==> src/rtl/icache.sv <==
// Direct-mapped instruction cache between the IF stage and the memory controller.
// Hits return after one cycle. Misses issue a single-word refill and wait for it.
module icache #(
    parameter int ICACHE_LINES = 64,
    parameter int INDEX_W      = 6
) (
    input  logic        clk,
    input  logic        rst,
    input  logic        rdy,
    input  logic        fetch_req,
    input  logic [31:0] fetch_pc,
    input  logic        flush,
    output logic        valid_2if,
    output logic [31:0] instr_2if,
    output logic        fet_ena,
    output logic [31:0] instr_addr,
    input  logic        valid_from_mc,
    input  logic [31:0] data_from_mc
);

    localparam int TAG_W = 32 - INDEX_W - 2;

    localparam logic [1:0] IDLE     = 2'd0;
    localparam logic [1:0] WAIT_MEM = 2'd1;
    localparam logic [1:0] RESP     = 2'd2;

    logic [1:0]              state;
    logic                    cancel;
    logic [ICACHE_LINES-1:0] line_valid;
    logic [TAG_W-1:0]        line_tag  [ICACHE_LINES];
    logic [31:0]             line_data [ICACHE_LINES];

    logic [INDEX_W-1:0] req_idx;
    logic [TAG_W-1:0]   req_tag;
    logic [INDEX_W-1:0] fill_idx;
    logic [TAG_W-1:0]   fill_tag;
    logic               hit;
    logic               accept;
    logic               fill;

    assign req_idx  = fetch_pc[INDEX_W+1:2];
    assign req_tag  = fetch_pc[31:INDEX_W+2];
    assign fill_idx = instr_addr[INDEX_W+1:2];
    assign fill_tag = instr_addr[31:INDEX_W+2];
    assign hit      = line_valid[req_idx] && (line_tag[req_idx] == req_tag);
    assign accept   = rdy && (state == IDLE) && fetch_req && !flush;
    assign fill     = rdy && (state == WAIT_MEM) && valid_from_mc;

    // Tag and data arrays: written only by a completed refill.
    always_ff @(posedge clk) begin
        if (fill) begin
            line_tag[fill_idx]  <= fill_tag;
            line_data[fill_idx] <= data_from_mc;
        end
    end

    // Valid bits: reset wipes the whole cache, a refill validates its line.
    always_ff @(posedge clk or posedge rst) begin
        if (rst) begin
            line_valid <= '0;
        end else if (fill) begin
            line_valid[fill_idx] <= 1'b1;
        end
    end

    // Lookup / refill controller and registered outputs.
    always_ff @(posedge clk or posedge rst) begin
        if (rst) begin
            state      <= IDLE;
            cancel     <= 1'b0;
            valid_2if  <= 1'b0;
            instr_2if  <= '0;
            fet_ena    <= 1'b0;
            instr_addr <= '0;
        end else if (rdy) begin
            case (state)
                IDLE: begin
                    if (accept && hit) begin
                        instr_2if <= line_data[req_idx];
                        valid_2if <= 1'b1;
                        state     <= RESP;
                    end else if (accept) begin
                        fet_ena    <= 1'b1;
                        instr_addr <= {fetch_pc[31:2], 2'b00};
                        state      <= WAIT_MEM;
                    end
                end
                WAIT_MEM: begin
                    if (valid_from_mc) begin
                        fet_ena   <= 1'b0;
                        instr_2if <= data_from_mc;
                        valid_2if <= !(cancel || flush);
                        cancel    <= 1'b0;
                        state     <= RESP;
                    end else if (flush) begin
                        cancel <= 1'b1;
                    end
                end
                RESP: begin
                    valid_2if <= 1'b0;
                    state     <= IDLE;
                end
                default: begin
                    valid_2if <= 1'b0;
                    fet_ena   <= 1'b0;
                    cancel    <= 1'b0;
                    state     <= IDLE;
                end
            endcase
        end
    end

endmodule
==> config.mk <==
export PLATFORM = sky130hd
export DESIGN_NAME = icache
export DESIGN_NICKNAME = d
export VERILOG_FILES = /design/src/rtl/icache.sv
export SDC_FILE = /design/constraint.sdc
export NUM_CORES = 2
export LEC_CHECK = 0
export CELL_PAD_IN_SITES_DETAIL_PLACEMENT = 1
export CELL_PAD_IN_SITES_GLOBAL_PLACEMENT = 2
export CORE_MARGIN = 2
export CORE_UTILIZATION = 51
export DETAILED_ROUTE_END_ITERATION = 8
export PLACE_DENSITY = 0.89
export SYNTH_ARGS = -nofsm -noshare
export SYNTH_HDL_FRONTEND = slang
export SYNTH_SLANG_ARGS = --single-unit
==> constraint.sdc <==
create_clock -name clk -period 5.6 [get_ports clk]
set_input_delay 1.4 -clock clk [delete_from_list [all_inputs] [get_ports clk]]
set_output_delay 1.4 -clock clk [all_outputs]
set_load 0.01 [all_outputs]
**Word-level counts from Yosys, hierarchy flattened**

Memory sizes are Yosys's and may differ from the RTL's.
Index checks and enable logic that the tools add are counted.

- Reductions and logical operators: 20
- $lt $le $gt $ge: 3
- Equal/unequal tests: 9
- Bitwise logic cells: 4
- Mux-type cells: 23

Operator list:

| cell | count |
|---|---|
| 2-to-1 mux 32 bit | 2 |
| bitwise OR 64 bit | 1 |
| one-hot mux 32 bit (2 select lines) | 1 |
| equality test 24 bit | 1 |
| less-than comparator 6 x 7 -> 1 bit (second input constant) | 2 |
| 2-to-1 mux 1 bit | 11 |
| AND reduction 3 bit | 3 |
| logical AND 1 bit | 8 |
| AND reduction 4 bit | 2 |
| binary-select mux 1 bit (select 6 bit) | 1 |
| demux 1 bit (select 6 bit) | 1 |
| greater-or-equal comparator 6 x 1 -> 1 bit (second input constant) | 1 |
| 2-to-1 mux 2 bit | 3 |
| != test 2 bit (second input constant) | 3 |
| AND reduction 5 bit | 1 |
| one-hot mux 1 bit (2 select lines) | 2 |
| one-hot mux 2 bit (2 select lines) | 1 |
| != test 3 x 2 -> 1 bit (second input constant) | 1 |
| != test 3 bit (second input constant) | 1 |
| NOT 1 bit | 3 |
| one-hot mux 1 bit (3 select lines) | 1 |
| equality test 2 x 1 -> 1 bit (second input constant) | 1 |
| equality test 2 bit (second input constant) | 1 |
| zero test 1 bit | 2 |
| 5 further kinds | 5 |

- Memory bits (writable): 3,584
- Flip-flop bits (word level): 131
- Bits of input ports: 70
- Output and inout bits: 66
- Memories: 2
- Logic and storage cells: 68

Memories:

| memory | words | bits a word | rd ports | clocked after memory_dff | wr ports | line | source |
|---|---|---|---|---|---|---|---|
| line_data | 64 | 32 | 1 | 0 | 1 | 31 | `logic [31:0] line_data [ICACHE_LINES];` |
| line_tag | 64 | 24 | 1 | 0 | 1 | 30 | `logic [TAG_W-1:0] line_tag [ICACHE_LINES];` |

**Logic depth before layout (Yosys ltp)**

- Depth after elaboration: 7
- Mapped depth: 19
- Depth with buffers taken out: 10

**Worst setup path before layout**

OpenSTA, ideal clock, no wires.

- Kind: in2reg
- Start: in fetch_pc[2]
- End: reg instr_2if[15]
- Arrival time: 4.887 ns
- Required time: 5.475 ns
- Cell stages on the path: 15
- Slack: 0.588 ns
- Buffers on the path: 9
- Library setup time: 0.125 ns
- Cells stage by stage: buf_6 buf_6 buf_6 buf_8 buf_8 buf_6 buf_6 buf_6 buf_1 mux4_2 mux4_2 mux4_2 nand2_1 nand2_1 mux2_2

- Cells in the longest elaborated chain, start to end: 6
- Elaborated cells on any way between the ends: 11
- Those cells by class: eq/ne (2); mux (4); reduce/logical (3); memory (2)

Ends and longest elaborated chain:

| item | line | source |
|---|---|---|
| start: declaration | 11 | `input logic [31:0] fetch_pc,` |
| memory (64 x 24 bit) / binary-select mux 1 bit (select 6 bit) (equally long branches) | - |  |
| equality test 24 bit / 2-to-1 mux 1 bit (equally long branches) | 45 | `assign hit = line_valid[req_idx] && (line_tag[req_idx] == req_tag);` |
| logical AND 1 bit | 45 |  |
| logical AND 1 bit | 78 | `if (accept && hit) begin` |
| != test 2 x 1 -> 1 bit (no source line) | - |  |
| AND reduction 4 bit (no source line) | - |  |
| end signal: assignment | 79 | `instr_2if <= line_data[req_idx];` |
| end signal: assignment | 91 | `instr_2if <= data_from_mc;` |
| end: declaration | 14 | `output logic [31:0] instr_2if,` |

Parallel ways exist; a longest one is shown, timed or not. The select of a mux whose other input is x is not followed.
A chain may end at the register's enable or synchronous reset.

**Worst setup path in the final report**

- Start: in fetch_pc[3]
- End: reg instr_2if[17]

Same word-level chain as after synthesis.

==> flow_summary.toml <==
[min_path]
hold_path.class = "flip-flop to flip-flop"

[yosys]
synth.most_common_cell = "edfxtp_1"
synth_area_um2 = 143000
synth_edf_count = 3584
synth-async-reset-ratio_pct = 3.53
yosys.area.top_type = "edfxtp_1"
synth_ff_type = "edfxtp_1"
synth.top_cell.area_share_pct = 75.4
synth_seq_area_share_pct = 77.6
synthTopCellsByCount = "3584 x edfxtp_1, 967 x mux4_2, 230 x mux2i_1, 180 x nand2_1, 131 x dfrtp_1"
synth.area.top_cells = "edfxtp_1 75%, mux4_2 15%, dfrtp_1 2.3%"
yosysUniqueCellTypes = 75
ys_seq_elements = 3715
postSynthAreaPerCell_um2 = 22.9
synth_cells = 6230
ys_warn_count = 0

[timing]
worstMarginPinSlew_ns = 1.37
period_minus_slack_ns = 5.35
post-route-period-util_pct = 95.6
rsz0062_at_grt = "no"
setup_violations = 0
finClkSkew_ns = 0.0565
slew_viol_final = 0
slew_headroom_pct = 8.40
hold_viol = 0
fmax_mhz = 187

[placement]
numPortBuffers = 131
dp_hpwl_um = 249000
postPlaceCellArea_um2 = 153000
place_congestion = 0.870

[finish]
layout-drive-gt1-share_pct = 31.0
design_area_um2 = 164000
final_nets = 6904
syn2layout_area_growth_pct = 15.2

[job]
cap_viol_max_count = 0

[pwr]
p_per_area_nw_per_um2 = 381
leakagePower_nw = 52.8
total_power_mw = 62.6
peakVddDrop_v = 0.000351

[route]
drt_iter0_drc = 14300
dr.pass1.iters = 5
vias = 78100
postRouteAntennaNets = 0
wl_um = 498000
wl_per_cell_um = 45.8
vias_per_cell = 7.18
route.detailed.drc = 0

[clocking]
clk-insertion-delay-late_ns = 0.93
path_clk_slew_ns = 0.07
cts_inserted_buffers = 365
tritoncts = "done"
cts.repair.resized = 0
clock-sinks = 3715
postCtsHoldBufs = 0
root_buffer = "clkbuf_16"
cts_buffer_depth = 4
cts_setup_buffers = 0
ctsHtreeMaxLevel = 5

[die]
initial_core_util_pct = 51.2
die-area_um2 = 284000
rows = 194
ios = 136
die_w_um = 533
core_area_um2 = 279000
dieHeight_um = 533

[worst_setup_path]
ff2ff_path_depth = 15
cp-startpoint = "fetch_pc[3]"
crit_end = "instr_2if[17]"
worstPathRequired_ns = 6.38
reg2reg_slack_ns = 1.00
crit_arrival_ns = 6.13
regToRegStartpoint = "line_tag[37][3]"
critical_path.endpoint_type = "flip-flop"
critPathLaunchType = "input port"
reg2reg_to = "instr_2if[17]"
path_max_fanout = 31
path_class = "input port to flip-flop"

[global_route]
grt_usage_pct = 35.0
grt_antenna_before_repair = 33
grt_max_degree = 167
overflow = 0
grt_pass1_wl_um = 683000
grt_pass1_vias = 81200

[run_status]
status = "finished clean"
## worst max-delay path: stages
cell and delay, ns:
buf_8 0.33, buf_4 0.42, buf_4 0.35, mux4_2 0.41
mux2i_1 0.26, a22oi_1 0.18, nand4_1 0.16, buf_4 0.17
o221ai_1 0.21, nor4b_1 0.40, nand4_1 0.25, and4b_1 0.45
buf_12 0.16, buf_4 0.14, o211ai_4 0.09, buf_12 0.21
mux2_2 0.36
## flip-flops by register name, summed over array words and instances (netlist names)
signal / flops
instr_addr: 30
state: 2
fet_ena: 1
valid_2if: 1
instr_2if: 32
cancel: 1
line_data: 2048
line_valid: 64
line_tag: 1536
## metal layers
layer	vias to the layer above	GRT usage, %	part of all wire, %	wire [µm]
li1	27700	-	-	-
met1	40700	44.2	31	156000
met2	7565	54.9	47	233000
met3	2121	8.65	14	69100
met4	18	22.3	7.9	39500
met5	-	0	0.021	103
## cells by family (layout without fill, tap and decap cells)
kind of cell              Yosys count  in the layout  synth area share, %
muxes                            1280           1280                 17.5
DFF                              3715           3715                 77.6
and+or+nand+nor                   593            593                 2.09
AOI/OAI and AO/OA                 283            283                 1.43
xor gates and xnor gates           10             10               0.0613
other                               1             22              0.00263
buffers and inverters             348           1250                 1.25
## layout by cell type (no fill, tap or decap), types with 83 or more instances in the layout
master,synthesis,layout
edfxtp_1,3584,3584
buf_4,65,302
clkbuf_16,0,372
nand2_1,180,179
dfrtp_1,131,110
buf_12,0,138
mux2i_1,230,230
mux2_2,83,83
clkdlybuf4s50_1,0,101
mux4_2,967,967
## stage by stage
step / setup TNS, ns / worst slack [ns] / utilization [%] / hold slack (ns) / instances
final: 0 / 0.247 / 59.0 / 0.479 / 10900
after CTS: 0 / 0.451 / 59.0 / 0.475 / 10900
after global placement: -9.61 / -0.193 / 54.7 / 0.446 / 10200
after detailed placement: -9.47 / -0.196 / 54.7 / 0.450 / 10200
after floorplan: 0 / 0.588 / - / 0.434 / 6231
after global routing: 0 / 0.299 / 59.0 / 0.490 / 10900
## worst min path at each step
| stage | cells after the start | end | from |
|---|---|---|---|
| global placement | 1 | line_valid[20] | line_valid[20] |
| floorplan | 1 | line_valid[12] | line_valid[12] |
| detailed placement | 1 | line_valid[45] | line_valid[45] |
| finish | 1 | line_valid[54] | line_valid[54] |
| CTS | 1 | line_valid[54] | line_valid[54] |
| global route | 1 | line_valid[48] | line_valid[48] |
## power breakdown
group	internal [mW]	switching (mW)
Sequential	31.9	0.942
Combinational	1.75	2.76
Clock	14.2	11.1
## final cells by class
class / instances / area [µm²]
antenna: 20 / 50.0
clock buffer: 454 / 9800
clock inverter: 212 / 2070
fill: 22800 / 114000
inverter: 15 / 73.8
multi-input combinational: 2168 / 30700
sequential: 3715 / 111000
tap: 3724 / 4660
timing repair buffer: 569 / 6230
(Power assumes the default switching activity.)
